[config.mk]
export PLATFORM = sky130hd
export DESIGN_NAME = disp_scan_8dig
export DESIGN_NICKNAME = d
export VERILOG_FILES = /design/src/rtl/disp_pkg.sv /design/src/rtl/hex7seg_dec.sv /design/src/rtl/disp_scan_8dig.sv
export SDC_FILE = /design/constraint.sdc
export NUM_CORES = 1
export LEC_CHECK = 0
export ABC_AREA = 1
export BUFFER_PORTS_ARGS = -buffer_cell sky130_fd_sc_hd__buf_2
export CAP_MARGIN = 20
export CORE_MARGIN = 2
export CORE_UTILIZATION = 40
export CTS_CLUSTER_SIZE = 8
export DETAILED_ROUTE_END_ITERATION = 6
export GPL_ROUTABILITY_DRIVEN = 0
export GPL_TIMING_DRIVEN = 0
export MAX_ROUTING_LAYER = met4
export SETUP_SLACK_MARGIN = 0.5
export SLEW_MARGIN = 10
export SYNTH_ARGS = -nofsm -noshare
export SYNTH_HDL_FRONTEND = slang
export SYNTH_SLANG_ARGS = --single-unit
[constraint.sdc]
create_clock -name clk -period 2.19 [get_ports clk]
set_clock_uncertainty 0.1 [all_clocks]
set_input_delay 0.438 -clock clk [delete_from_list [all_inputs] [get_ports clk]]
set_output_delay 0.438 -clock clk [all_outputs]
set_load 0.01 [all_outputs]
[src/rtl/disp_pkg.sv]
// rtl/disp_pkg.sv - shared constants and active-low hex segment table for the 8-digit scanner
package disp_pkg;
  localparam int DIG_N = 8;
  localparam logic [7:0] SEG_BLANK = 8'hFF;
  localparam logic [7:0] AN_OFF    = 8'hFF;

  // Entry n is the active-low {g,f,e,d,c,b,a} pattern for hex digit n
  localparam logic [15:0][6:0] HEX_SEG = {
    7'h0E, 7'h06, 7'h21, 7'h46, 7'h03, 7'h08, 7'h10, 7'h00,
    7'h78, 7'h02, 7'h12, 7'h19, 7'h30, 7'h24, 7'h79, 7'h40
  };
endpackage

[src/rtl/hex7seg_dec.sv]
// rtl/hex7seg_dec.sv - combinational nibble to active-low seven-segment decode
module hex7seg_dec
  import disp_pkg::*;
(
  input  logic [3:0] nib,
  output logic [6:0] seg
);
  always_comb begin
    seg = HEX_SEG[nib];
  end
endmodule

[src/rtl/disp_scan_8dig.sv]
// rtl/disp_scan_8dig.sv - 8-digit seven-segment scanner with frame snapshot, blink and dp
// Define DISP_LZ_BLANK_EN to blank leading zero digits.
module disp_scan_8dig
  import disp_pkg::*;
#(
  parameter int SCAN_DIV  = 50000,
  parameter int BLINK_DIV = 25000000
) (
  input  logic        clk,
  input  logic        rst,
  input  logic [31:0] disp_num,
  input  logic [7:0]  le,
  input  logic [7:0]  point,
  output logic [7:0]  an,
  output logic [7:0]  seg,
  output logic        frame_start
);
  localparam int SW = (SCAN_DIV > 1) ? $clog2(SCAN_DIV) : 1;
  localparam int BW = (BLINK_DIV > 1) ? $clog2(BLINK_DIV) : 1;

  logic [SW-1:0] scan_cnt_q, scan_cnt_d;
  logic [2:0]    dig_idx_q, dig_idx_d;
  logic [BW-1:0] blink_cnt_q, blink_cnt_d;
  logic          blink_on_q, blink_on_d;
  logic [31:0]   snap_num_q, snap_num_d;
  logic [7:0]    snap_le_q, snap_le_d;
  logic [7:0]    snap_pt_q, snap_pt_d;
  logic [7:0]    an_q, an_d;
  logic [7:0]    seg_q, seg_d;
  logic          frame_start_q, frame_start_d;

  logic [3:0]    nib;
  logic [6:0]    seg7;
  logic [7:0]    lz_mask;
  logic          scan_wrap, frame_wrap, blink_wrap;

  assign nib = snap_num_q[{dig_idx_q, 2'b00} +: 4];

  hex7seg_dec u_dec (
    .nib (nib),
    .seg (seg7)
  );

`ifdef DISP_LZ_BLANK_EN
  // A digit blanks only while every digit to its left (and itself) is a dp-less zero
  always_comb begin
    logic zero_run;
    lz_mask  = '0;
    zero_run = 1'b1;
    for (int i = DIG_N - 1; i >= 1; i--) begin
      zero_run   = zero_run && (snap_num_q[4*i +: 4] == 4'h0) && !snap_pt_q[i];
      lz_mask[i] = zero_run;
    end
  end
`else
  assign lz_mask = '0;
`endif

  always_comb begin
    scan_wrap     = (scan_cnt_q == SW'(SCAN_DIV - 1));
    frame_wrap    = scan_wrap && (dig_idx_q == 3'd7);
    blink_wrap    = (blink_cnt_q == BW'(BLINK_DIV - 1));

    scan_cnt_d    = scan_wrap ? '0 : scan_cnt_q + SW'(1);
    dig_idx_d     = scan_wrap ? dig_idx_q + 3'd1 : dig_idx_q;
    blink_cnt_d   = blink_wrap ? '0 : blink_cnt_q + BW'(1);
    blink_on_d    = blink_wrap ? ~blink_on_q : blink_on_q;

    snap_num_d    = frame_wrap ? disp_num : snap_num_q;
    snap_le_d     = frame_wrap ? le       : snap_le_q;
    snap_pt_d     = frame_wrap ? point    : snap_pt_q;
    frame_start_d = frame_wrap;

    an_d          = ~(8'd1 << dig_idx_q);
    seg_d         = {~snap_pt_q[dig_idx_q], seg7};
    if ((snap_le_q[dig_idx_q] && !blink_on_q) || lz_mask[dig_idx_q]) begin
      seg_d = SEG_BLANK;
    end
  end

  always_ff @(posedge clk) begin
    if (!rst) begin
      scan_cnt_q    <= '0;
      dig_idx_q     <= '0;
      blink_cnt_q   <= '0;
      blink_on_q    <= 1'b1;
      snap_num_q    <= '0;
      snap_le_q     <= '0;
      snap_pt_q     <= '0;
      an_q          <= AN_OFF;
      seg_q         <= SEG_BLANK;
      frame_start_q <= 1'b0;
    end else begin
      scan_cnt_q    <= scan_cnt_d;
      dig_idx_q     <= dig_idx_d;
      blink_cnt_q   <= blink_cnt_d;
      blink_on_q    <= blink_on_d;
      snap_num_q    <= snap_num_d;
      snap_le_q     <= snap_le_d;
      snap_pt_q     <= snap_pt_d;
      an_q          <= an_d;
      seg_q         <= seg_d;
      frame_start_q <= frame_start_d;
    end
  end

  assign an          = an_q;
  assign seg         = seg_q;
  assign frame_start = frame_start_q;
endmodule

==> metrics list <==
* Register clock-pin slew on the reported worst setup and hold paths: 0.08 ns
- Data arrival time of the critical path: 2.07 ns
- Cell area after layout: 0.007126 mm^2
* Result of the run: complete, no violations
- Across the run, the number of max-cap violations was 0.
* Internal: 3.116 mW
- In this run, synthesis produced a sequential element count of 110.
* YS warnings: 0
- Remaining DRCs: 0
- Maximum number of pins on one net before global-route repair: 20
- Detailed-route wire length: 13830 um
- In this run the power spent charging and discharging nets is 0.8820 mW.
* Total die area: 0.01412 mm^2
- Based on the critical path, the design can be clocked at up to 0.5351 GHz.
* Initial antenna violation count: 0
- Global routing used 20.59% of the available tracks across all layers.
- Diode insertion count for antenna repair: 0
- Worst Tran Pin Value: 0.7291 ns
- The worst setup path is captured at a flop.
- Number of synthesized flops with an enable pin: 0
- The worst register-to-register path has a setup slack of 0.32 ns.
* Floorplan row count: 41
- Dividing total power by cell area gives a power density of 561.1 mW/mm^2.
* Count of final max-slew check failures: 0
* TritonCTS clock tree: yes
- The first global-routing pass estimated 22850 um of wire.
- VDD sags by at most 420.5 uV.
- Along the worst hold path, the cell count comes to 3.
- In this run, post-CTS hold repair placed 0 buffers.
- The share of total power dissipated in sequential elements is 50.7%.
* Buffer levels on the longest clock path: 2
- Summed over all failing endpoints, the final setup total negative slack is 0 ns.
- The worst register-to-register path ends at seg[0]$_SDFF_PP1_.
- Leftover overflow at the end of global routing: 0
- Endpoints failing hold: 0
- Setup CP Type: flop to flop
- Using the TritonRoute via totals, the vias-per-cell ratio works out to 4.925.
- The tree built by TritonCTS fans out to 110 sinks.
- Final-report setup violation count: 0
* Area growth syn-to-layout: 35.14%
- The multi-input combinational cells in the finished layout cover a total of 0.003023 mm^2.
* Hpwl dp: 9464 um
- Hold wc startpoint: disp_num[16]
- Placed cell area: 0.005878 mm^2
- In this run the worst path has a maximum fanout of 6.
* Vias in the first global route: 4847
- Hold is met by 0.2181 ns.
* FILL cells: 1224
- STA puts the critical path data required time at 2.39 ns.
- Type of the tightest min-delay check: primary input to flop
- Worst slew margin: 51.39%
* Post-layout minimum cycle time: 1.869 ns
- Clock buffers created by TritonCTS: 9
- Final Util: 56.01%
* Fraction of the yosys area taken by sequential cells: 41.77%
* Antenna-violating nets left: 0
* Async set or reset register ratio after synthesis: 0%
* Mapped cell area: 0.005273 mm^2
- The post-route netlist has 30.87% of its cells at a drive strength greater than 1.
- Each instance of the synthesized netlist takes up on average 6.965 um^2.
* Combinational power share: 4.1%
* Nets in the synthesized netlist: 821
- RSZ-0062 raised after global routing: true
- Total via count after detailed routing: 5186
* Tcrit/Tclk final: 85.33%
- Total number of nets in the final design: 940
* Count of TritonRoute iterations in the first routing pass: 5
- Worst R2R Start: dig_idx_q[0]$_SDFFE_PN0P_
* Count of H-tree levels built during CTS: 3
- Core area: 0.01272 mm^2
- Die X-Extent: 118.8 um
* Starting Density: 41.44%
- Die extent in y: 118.8 um
- Among all flip-flop cells after synthesis, the most frequent one is dfxtp_1.
- The number of cells on the worst reg-to-reg path is 12.
- For hold timing, the worst endpoint is snap_num_q[16]$_SDFFE_PN0P_.
- Port buffering added 66 buffers.
* DRC marker count from the first detailed-route iteration: 352
* # IOs: 67
* Number of instances in the synthesized netlist: 757
- Synth unique cells: 32
- The sequential cells in the finished layout cover a total of 0.002215 mm^2.
- Fraction of power spent switching nets: 22.06%
* CTS root buffer: clkbuf_16
* Leakage: 2.718 nW
- Overall power after layout: 3.998 mW
- STA classifies the critical path startpoint as a flop.
- Post-DR wirelength/cell: 13.14 um
- The clock reaches the later pin of the worst-skew pair after 0.36 ns.
* Share of total power in the clock network: 45.2%
==> worst max path at each step <==
stage                                         start                    endpoint  slack [ns]
final                     dig_idx_q[0]$_SDFFE_PN0P_           seg[0]$_SDFF_PP1_        0.32
after global placement    blink_cnt_q[0]$_SDFF_PP0_  blink_cnt_q[22]$_SDFF_PP0_        0.01
after detailed placement  blink_cnt_q[0]$_SDFF_PP0_  blink_cnt_q[13]$_SDFF_PP0_        0.02
after global routing      dig_idx_q[0]$_SDFFE_PN0P_           seg[0]$_SDFF_PP1_        0.21
after CTS                 dig_idx_q[0]$_SDFFE_PN0P_           seg[1]$_SDFF_PP1_        0.37
after floorplan           dig_idx_q[0]$_SDFFE_PN0P_           seg[0]$_SDFF_PP1_        0.49
==> critical path, cell delays in order (launching register included) <==
cell and delay (ns):
dfxtp_2 0.35, buf_8 0.14, buf_6 0.11, nand2_1 0.07
nand3_2 0.08, nand2_2 0.08, o21ai_4 0.23, buf_4 0.17
ha_4 0.14, nand3_1 0.10, nand2_1 0.10, nand2_1 0.05
nand3_1 0.07
==> final cells by class <==
| cell class | instances | area share [%] |
|---|---|---|
| repair buffers | 108 | 10.64 |
| flip-flops and latches | 110 | 31.08 |
| inverters | 77 | 4.267 |
| multi-input cells | 542 | 42.42 |
| clock buffers | 9 | 3.161 |
| clock inverters | 7 | 1.475 |
| plain buffers | 28 | 3.933 |
| well taps | 172 | 3.020 |
==> cells by family after synthesis <==
group                    share of synthesized area [%]
buffers and inverters                            8.875
adder cells (fa/ha/maj)                          3.322
XOR/XNOR                                         1.993
AO/OA/AOI/OAI                                    8.306
flip-flops                                       41.77
AND/OR/NAND/NOR                                  35.74
==> synth_stat cells, types with 3 or more instances <==
cell	instances	area [um^2]
nand3_1	68	340.3
or2_2	4	25.02
nand2_1	251	942.2
nor2_1	67	251.5
dfxtp_1	110	2202
ha_1	14	175.2
a21oi_2	13	113.9
buf_4	4	30.03
nand4_1	15	93.84
xor2_1	8	70.07
xnor2_1	4	35.03
a21oi_1	57	285.3
nor3b_1	3	22.52
buf_6	3	33.78
nand2_2	11	68.82
inv_2	3	11.26
clkbuf_1	11	41.29
inv_1	73	274.0
buf_2	7	35.03
nor3_1	15	75.07
==> registers in the layout, indices dropped and copies added (netlist names) <==
name         flops
frame_start      1
snap_pt_q        8
snap_le_q        8
blink_cnt_q     25
an               8
blink_on_q       1
dig_idx_q        3
scan_cnt_q      16
snap_num_q      32
seg              8
==> layer usage <==
metal / global-route usage [%] / share of wire [%] / vias to the layer above
met5: - / 0 / -
met4: 5.283 / 1.3 / 0
met3: 4.981 / 4.9 / 16
met2: 32.94 / 48 / 125
met1: 26.22 / 46 / 2414
li1: - / - / 2631
==> cell usage in the layout, fill, tap and decap left out, types with 11 or more instances in the layout <==
cell,netlist,layout
nand2_1,251,230
buf_4,4,31
nand3_1,68,47
dfxtp_1,110,100
inv_1,73,65
a21oi_1,57,49
a21oi_2,13,21
nand4_1,15,15
buf_2,7,69
nor2_1,67,57
nor3_1,15,11
nand3_2,1,17
nand2_2,11,25
==> what timing repair did <==
item                                    in CTS  in global routing
pin swaps                                   17                 12
endpoints found under the setup margin      94                 93
gates resized for setup                     93                 48
cloned                                       3                  0
setup buffers                               35                  4
==> power groups by stage <==
| stage | sequential (mW) | clock (mW) | combinational [mW] |
|---|---|---|---|
| 4_1_cts | 2.03 | 1.85 | 0.151 |
| 3_3_place_gp | 2.07 | 0 | 0.119 |
| 2_1_floorplan | 2.07 | 0 | 0.0465 |
| 6_report | 2.03 | 1.81 | 0.165 |
| 5_1_grt | 2.03 | 1.92 | 0.182 |
| 3_5_place_dp | 2.07 | 0 | 0.122 |
==> through the flow <==
stage          cells  worst slack (ns)
5_1_grt         1053            0.2135
3_3_place_gp     995           0.01388
4_1_cts         1049            0.3722
2_1_floorplan    757            0.4904
3_5_place_dp     995           0.02403
6_report        1053            0.3212
(Power assumes the default switching activity.)
